`src/rtl/tracking_pkg.sv`:
```
// Shared constants, state encoding and rounding helper for the tracking overlay path.
package tracking_pkg;

  localparam int FRAME_H = 640;
  localparam int FRAME_V = 480;
  localparam int SUB_H   = 64;
  localparam int SUB_V   = 48;

  localparam logic [9:0] OFFSCREEN = 10'h3FF;

  typedef enum logic [1:0] {
    NO_TRACK = 2'd0,
    TRACKING = 2'd1,
    COAST    = 2'd2
  } trk_state_t;

  // Rounded midpoint, kept in 11 bits so the carry is not lost.
  function automatic logic [9:0] avg_round(input logic [9:0] a, input logic [9:0] b);
    logic [10:0] s;
    s = {1'b0, a} + {1'b0, b} + 11'd1;
    return s[10:1];
  endfunction

endpackage

```
`src/rtl/track_overlay_sched_if.sv`:
```
// Tracker-result handshake and committed overlay point between tracker, scheduler and adder.
interface track_overlay_sched_if;

  logic [9:0] i_trkH;
  logic [9:0] i_trkV;
  logic       i_trkVAL;
  logic       o_trkRDY;
  logic [9:0] o_pointH;
  logic [9:0] o_pointV;
  logic       o_pointVAL;
  logic       o_locked;

  modport master (
    output i_trkH, i_trkV, i_trkVAL,
    input  o_trkRDY, o_pointH, o_pointV, o_pointVAL, o_locked
  );

  modport slave (
    input  i_trkH, i_trkV, i_trkVAL,
    output o_trkRDY, o_pointH, o_pointV, o_pointVAL, o_locked
  );

endinterface

```
`src/rtl/frame_end_det.sv`:
```
// Registered one-cycle pulse following the last active pixel of a frame.
module frame_end_det #(
  parameter int FRAME_H = 640,
  parameter int FRAME_V = 480
) (
  input  logic       i_clk,
  input  logic       i_rst_n,
  input  logic [9:0] i_h,
  input  logic [9:0] i_v,
  input  logic       i_rendering,
  output logic       o_fe
);

  localparam logic [9:0] LAST_H = 10'(FRAME_H - 1);
  localparam logic [9:0] LAST_V = 10'(FRAME_V - 1);

  always_ff @(posedge i_clk or negedge i_rst_n) begin
    if (!i_rst_n) begin
      o_fe <= 1'b0;
    end else begin
      o_fe <= i_rendering && (i_h == LAST_H) && (i_v == LAST_V);
    end
  end

endmodule

```
`src/rtl/track_overlay_sched.sv`:
```
// Holds the latest tracker result and commits it to the overlay point at frame end.
// Optional macro TRACK_SMOOTH_EN averages each tracked commit with the previous point.
//
// state    | meaning
// NO_TRACK | box off-screen, waiting for a result
// TRACKING | last frame end committed a fresh result
// COAST    | holding last point, counting missed frames toward retirement
module track_overlay_sched
  import tracking_pkg::*;
#(
  parameter int FRAME_H        = tracking_pkg::FRAME_H,
  parameter int FRAME_V        = tracking_pkg::FRAME_V,
  parameter int SUB_H          = tracking_pkg::SUB_H,
  parameter int SUB_V          = tracking_pkg::SUB_V,
  parameter int TIMEOUT_FRAMES = 8   // 1..255
) (
  input  logic                 i_clk,
  input  logic                 i_rst_n,
  input  logic [9:0]           i_h,
  input  logic [9:0]           i_v,
  input  logic                 i_rendering,
  track_overlay_sched_if.slave bus
);

  localparam logic [9:0] H_MAX   = 10'(FRAME_H - 1 - SUB_H);
  localparam logic [9:0] V_MAX   = 10'(FRAME_V - 1 - SUB_V);
  localparam logic [7:0] TIMEOUT = 8'(TIMEOUT_FRAMES);

  trk_state_t state_q, state_d;
  logic [7:0] miss_q, miss_d, miss_nx;
  logic [9:0] pend_h_q, pend_v_q;
  logic       pend_flag_q, pend_flag_d;
  logic [9:0] point_h_q, point_h_d, point_v_q, point_v_d;
  logic       point_val_q, point_val_d;
  logic       rdy_q;
  logic       fe;
  logic       accept;
  logic [9:0] trk_h_cl, trk_v_cl;

  frame_end_det #(
    .FRAME_H (FRAME_H),
    .FRAME_V (FRAME_V)
  ) u_fe (
    .i_clk       (i_clk),
    .i_rst_n     (i_rst_n),
    .i_h         (i_h),
    .i_v         (i_v),
    .i_rendering (i_rendering),
    .o_fe        (fe)
  );

  assign accept   = bus.i_trkVAL && rdy_q;
  assign trk_h_cl = (bus.i_trkH > H_MAX) ? H_MAX : bus.i_trkH;
  assign trk_v_cl = (bus.i_trkV > V_MAX) ? V_MAX : bus.i_trkV;

  always_ff @(posedge i_clk or negedge i_rst_n) begin
    if (!i_rst_n) begin
      state_q     <= NO_TRACK;
      miss_q      <= 8'd0;
      pend_h_q    <= 10'd0;
      pend_v_q    <= 10'd0;
      pend_flag_q <= 1'b0;
      point_h_q   <= OFFSCREEN;
      point_v_q   <= OFFSCREEN;
      point_val_q <= 1'b0;
      rdy_q       <= 1'b0;
    end else begin
      state_q     <= state_d;
      miss_q      <= miss_d;
      pend_flag_q <= pend_flag_d;
      point_h_q   <= point_h_d;
      point_v_q   <= point_v_d;
      point_val_q <= point_val_d;
      rdy_q       <= 1'b1;
      if (accept) begin
        pend_h_q <= trk_h_cl;
        pend_v_q <= trk_v_cl;
      end
    end
  end

  always_comb begin
    state_d     = state_q;
    miss_d      = miss_q;
    miss_nx     = miss_q;
    pend_flag_d = pend_flag_q;
    point_h_d   = point_h_q;
    point_v_d   = point_v_q;
    point_val_d = 1'b0;

    if (fe) begin
      if (pend_flag_q) begin
`ifdef TRACK_SMOOTH_EN
        if (state_q != NO_TRACK) begin
          point_h_d = avg_round(point_h_q, pend_h_q);
          point_v_d = avg_round(point_v_q, pend_v_q);
        end else begin
          point_h_d = pend_h_q;
          point_v_d = pend_v_q;
        end
`else
        point_h_d = pend_h_q;
        point_v_d = pend_v_q;
`endif
        point_val_d = 1'b1;
        pend_flag_d = 1'b0;
        miss_d      = 8'd0;
        state_d     = TRACKING;
      end else if (state_q != NO_TRACK) begin
        miss_nx = (state_q == TRACKING) ? 8'd1 : miss_q + 8'd1;
        if (miss_nx == TIMEOUT) begin
          point_h_d   = OFFSCREEN;
          point_v_d   = OFFSCREEN;
          point_val_d = 1'b1;
          miss_d      = 8'd0;
          state_d     = NO_TRACK;
        end else begin
          miss_d  = miss_nx;
          state_d = COAST;
        end
      end
    end

    // A result accepted on the fe cycle is pending for the next frame.
    if (accept) begin
      pend_flag_d = 1'b1;
    end
  end

  assign bus.o_trkRDY   = rdy_q;
  assign bus.o_pointH   = point_h_q;
  assign bus.o_pointV   = point_v_q;
  assign bus.o_pointVAL = point_val_q;
  assign bus.o_locked   = (state_q == TRACKING) || (state_q == COAST);

endmodule

```
`src/flat_wrapper.sv`:
```
// flat-port wrapper written by rule: the top's interface ports become plain ports
module track_overlay_sched_flat import tracking_pkg::*;
#(
  parameter int FRAME_H        = tracking_pkg::FRAME_H,
  parameter int FRAME_V        = tracking_pkg::FRAME_V,
  parameter int SUB_H          = tracking_pkg::SUB_H,
  parameter int SUB_V          = tracking_pkg::SUB_V,
  parameter int TIMEOUT_FRAMES = 8            
)
  (i_clk, i_rst_n, i_h, i_v, i_rendering, bus_i_trkH, bus_i_trkV, bus_i_trkVAL, bus_o_trkRDY, bus_o_pointH, bus_o_pointV, bus_o_pointVAL, bus_o_locked);
  track_overlay_sched_if bus_i ();
  input  logic i_clk;
  input  logic i_rst_n;
  input  logic [9:0] i_h;
  input  logic [9:0] i_v;
  input  logic i_rendering;
  input wire logic [$bits(bus_i.i_trkH)-1:0] bus_i_trkH;
  input wire logic [$bits(bus_i.i_trkV)-1:0] bus_i_trkV;
  input wire logic [$bits(bus_i.i_trkVAL)-1:0] bus_i_trkVAL;
  output wire logic [$bits(bus_i.o_trkRDY)-1:0] bus_o_trkRDY;
  output wire logic [$bits(bus_i.o_pointH)-1:0] bus_o_pointH;
  output wire logic [$bits(bus_i.o_pointV)-1:0] bus_o_pointV;
  output wire logic [$bits(bus_i.o_pointVAL)-1:0] bus_o_pointVAL;
  output wire logic [$bits(bus_i.o_locked)-1:0] bus_o_locked;
  assign bus_i.i_trkH = bus_i_trkH;
  assign bus_i.i_trkV = bus_i_trkV;
  assign bus_i.i_trkVAL = bus_i_trkVAL;
  assign bus_o_trkRDY = bus_i.o_trkRDY;
  assign bus_o_pointH = bus_i.o_pointH;
  assign bus_o_pointV = bus_i.o_pointV;
  assign bus_o_pointVAL = bus_i.o_pointVAL;
  assign bus_o_locked = bus_i.o_locked;
  track_overlay_sched #(.FRAME_H(FRAME_H), .FRAME_V(FRAME_V), .SUB_H(SUB_H), .SUB_V(SUB_V), .TIMEOUT_FRAMES(TIMEOUT_FRAMES)) u_core (.i_clk(i_clk), .i_rst_n(i_rst_n), .i_h(i_h), .i_v(i_v), .i_rendering(i_rendering), .bus(bus_i));
endmodule
```
`config.mk`:
```
export PLATFORM = sky130hd
export DESIGN_NAME = track_overlay_sched_flat
export DESIGN_NICKNAME = d
export VERILOG_FILES = /design/src/rtl/tracking_pkg.sv /design/src/rtl/track_overlay_sched_if.sv /design/src/rtl/frame_end_det.sv /design/src/rtl/track_overlay_sched.sv /design/src/flat_wrapper.sv
export SDC_FILE = /design/constraint.sdc
export NUM_CORES = 1
export LEC_CHECK = 0
export ABC_AREA = 1
export BUFFER_PORTS_ARGS = -buffer_cell sky130_fd_sc_hd__buf_4
export CORE_MARGIN = 1.5
export CORE_UTILIZATION = 54
export DETAILED_ROUTE_END_ITERATION = 8
export PLACE_DENSITY = 0.84
export SYNTH_ARGS = -nofsm -noshare
export SYNTH_HDL_FRONTEND = slang
export SYNTH_SLANG_ARGS = --single-unit
```
`constraint.sdc`:
```
create_clock -name i_clk -period 2.8 [get_ports i_clk]
set_input_delay 0.42 -clock i_clk [delete_from_list [all_inputs] [get_ports i_clk]]
set_output_delay 0.42 -clock i_clk [all_outputs]
set_load 0.03 [all_outputs]
```
==> impl_metrics.csv <==
group,metric,value,unit
setup_path,r2r-start,"u_core.state_q[0]",
global_routing,grt_overflow,0,
setup_path,cp-start-kind,"flip-flop",
cts,cts_tree,"yes",
setup_path,critPathKind,"reg2reg",
synth,synth.yosys.seq_area_share,0.5324,
timing,period_share,0.7609,
finish,seqCellArea,1376,um^2
finish,fin_nets,416,
timing,drv_slew,0,
global_routing,track_usage,0.2405,
synth,yosysWarnings,0,
floorplanning,die_height,72.19,um
cts,cts_buffer_depth,2,
drt,ant_nets,0,
drt,drt_iter0_markers,104,
floorplanning,start_util,0.5777,
global_routing,grtUsageMet2,0.4208,
place,place.gp.congestion,0.8692,
floorplanning,die_width,72.19,um
global_routing,grt.busiest_layer,"met2",
finish,area_delta_synth_final,23.52,%
global_routing,antenna_found_initial,0,
synth,ys_ff_latch,54,
cts,clkTransAtPathRegs,0.09,ns
global_routing,grt_max_degree,55,
synth,ys_top_cells_by_area,"dfrtp_1 33%, dfstp_2 20%, nand2_1 12%, inv_1 5.7%, nand3_1 5.6%",
setup_path,cp.arrival,2.33,ns
timing,max_slew_margin,0.5478,
finish,drive_gt1_frac,0.3243,
place,dp_hpwl,4086,um
power_and_ir_drop,ir_drop,0.3143,mV
hold_path,hold_path.class,"in2async",
finish,antenna_cells,0,
synth,synth.distinct_cells,32,
global_routing,grt_first_pass_wirelength,9735,um
outcome,outcome,"finished clean",
timing,fmax,469.4,MHz
drt,dr.pass1.iters,4,
timing,fin_crit,2.130,ns
drt,drt-total-wl,5620,um
global_routing,use_met3,0.05417,
timing,skew,0.006701,ns
cts,holdBufCountCts,0,
floorplanning,coreArea,4474,um^2
timing,worstMarginPinSlew,0.6726,ns
synth,synth_top_flop_cell,"dfrtp_1",
timing,fin_hold_ws,0.1315,ns
finish,layout_common_cells,"81 x nand2_1, 68 x buf_4, 39 x inv_1",
synth,synth.cell_area,2585,um^2
timing,rsz0062_at_grt,"no",
floorplanning,die_area,5211,um^2
synth,synth_nets,353,
finish,fin_util,0.7136,
timing,setup-violations-final,0,
setup_path,max_stage_delay,0.39,ns
floorplanning,rows,24,
place,port_buffers,66,
cts,clockRootBuffer,"clkbuf_8",
finish,fillCellCount,360,
floorplanning,ios,67,
setup_path,crit_chain,"ha_1 > inv_1 > o21ai_2 > nor2_2 > nand2_1 > nor2_1 > nand2_2 > nand2_2 > nand2_4 > inv_1 > nor2_1",
synth,synth_edf_count,0,
drt,drc_errors,0,
setup_path,startpoint,"u_core.state_q[0]",
power_and_ir_drop,power.density,461.6,nW/um^2
synth,async_reset_ff_frac,1.000,
timing,finalSetupTns,0,ns
drt,wl_per_cell,13.32,um
cts,cts.sinks,54,
timing,final_hold_viol_count,0,
cts,numCtsBuffers,5,
power_and_ir_drop,cellLeakagePower,1.651,nW
synth,avgSynthCellArea,8.448,um^2
synth,syn_inst,306,
drt,vias_per_cell,5.173,
synth,yosysTopAreaCellShare,0.3291,
synth,synth_top_area_cell,"dfrtp_1",
finish,final_common_cell,"nand2_1",
drt,via_count,2183,
run,cap_violations,0,
cts,h-tree-depth,2,
finish,multi_input_area,985.9,um^2
setup_path,slowest_stage,"dfrtp_1",
setup_path,worstPathRequired,3.00,ns
cts,cts_resized,0,
global_routing,grt_pass1_vias,2194,
global_routing,met1_usage,0.2961,
setup_path,cp_max_fo,21,
cts,cts_setup_buffers,0,
cts,clk-insertion-delay-late,0.30,ns
setup_path,worstSetupEndpointType,"flip-flop",
worst max-delay path: cells and delay by family, from the launching register on:
family / cells / cell delay [ns]
simple gates: 7 / 0.98
compound gates: 1 / 0.10
buf+inv: 2 / 0.34
fa+ha+maj: 1 / 0.21
flops: 1 / 0.39
path summary, 6_finish.rpt:
kind / endpoint / slack [ns] / cells after the start
max: u_core.state_q[1] / 0.67 / 11
min: u_core.miss_q[4] / 0.13 / 1
max reg2reg: u_core.state_q[1] / 0.67 / 11
min reg2reg: u_core.bus.o_pointV[0] / 0.47 / 2
max in group asynchronous: u_core.pend_h_q[2] / 2.23 / 1
min in group i_clk: u_core.pend_h_q[6] / 0.33 / 3
state kept, by name (all words and copies together), names as in the netlist:
name                   count
u_core.miss_q              8
u_core.u_fe.o_fe           1
u_core.state_q             2
u_core.pend_h_q           10
u_core.pend_v_q           10
u_core.bus.o_pointVAL      1
u_core.bus.o_pointV       10
u_core.bus.o_trkRDY        1
u_core.pend_flag_q         1
u_core.bus.o_pointH       10
cells in the mapped netlist (2+ instances only):
library cell and number:
a22oi_1 6, buf_2 4, buf_4 2, clkbuf_1 4, dfrtp_1 34, dfstp_2 20
ha_1 3, inv_1 39, nand2_1 81, nand2_2 12, nand3_1 29, nand3_2 2
nand4_1 3, nor2_1 22, nor2_2 3, o21ai_0 19, o22ai_1 4, or2_2 5
where the power goes:
part | total (mW) | switching (mW) | internal (mW)
sequential | 0.823 | 0.0111 | 0.812
clock | 0.510 | 0.247 | 0.263
combinational | 0.140 | 0.0727 | 0.0678
total | 1.47 | 0.330 | 1.14
metal layers:
| layer | up-vias | wire length (um) |
|---|---|---|
| li1 | 1091 | - |
| met3 | 12 | 267 |
| met4 | 0 | 117 |
| met2 | 61 | 2878 |
| met5 | - | 0 |
| met1 | 1019 | 2356 |
cell type report:
| class | instances | area share |
|---|---|---|
| clock inverters | 3 | 0.01254 |
| flip-flops and latches | 54 | 0.4310 |
| clock buffers | 5 | 0.02155 |
| well taps | 52 | 0.02038 |
| inverters | 39 | 0.04585 |
| repair buffers | 68 | 0.1599 |
| multi-input cells | 201 | 0.3088 |
stage by stage:
stage	total power [mW]	setup slack, ns	cells	area, um^2
floorplan	0.8962	1.228	306	2585
global placement	0.9718	0.7724	414	3084
detailed placement	0.9778	0.6657	414	3084
CTS	1.486	0.6647	422	3193
global route	1.542	0.4235	422	3193
finish	1.474	0.6696	422	3193
cells by family (layout without fill, tap and decap cells):
family	Yosys count	after routing	synth area share
buf+inv	51	115	0.08615
simple gates	161	161	0.2817
fa+ha+maj	3	3	0.01452
compound gates	36	36	0.08374
other cells	1	1	0.001451
flops	54	54	0.5324
(Power assumes the default switching activity.)
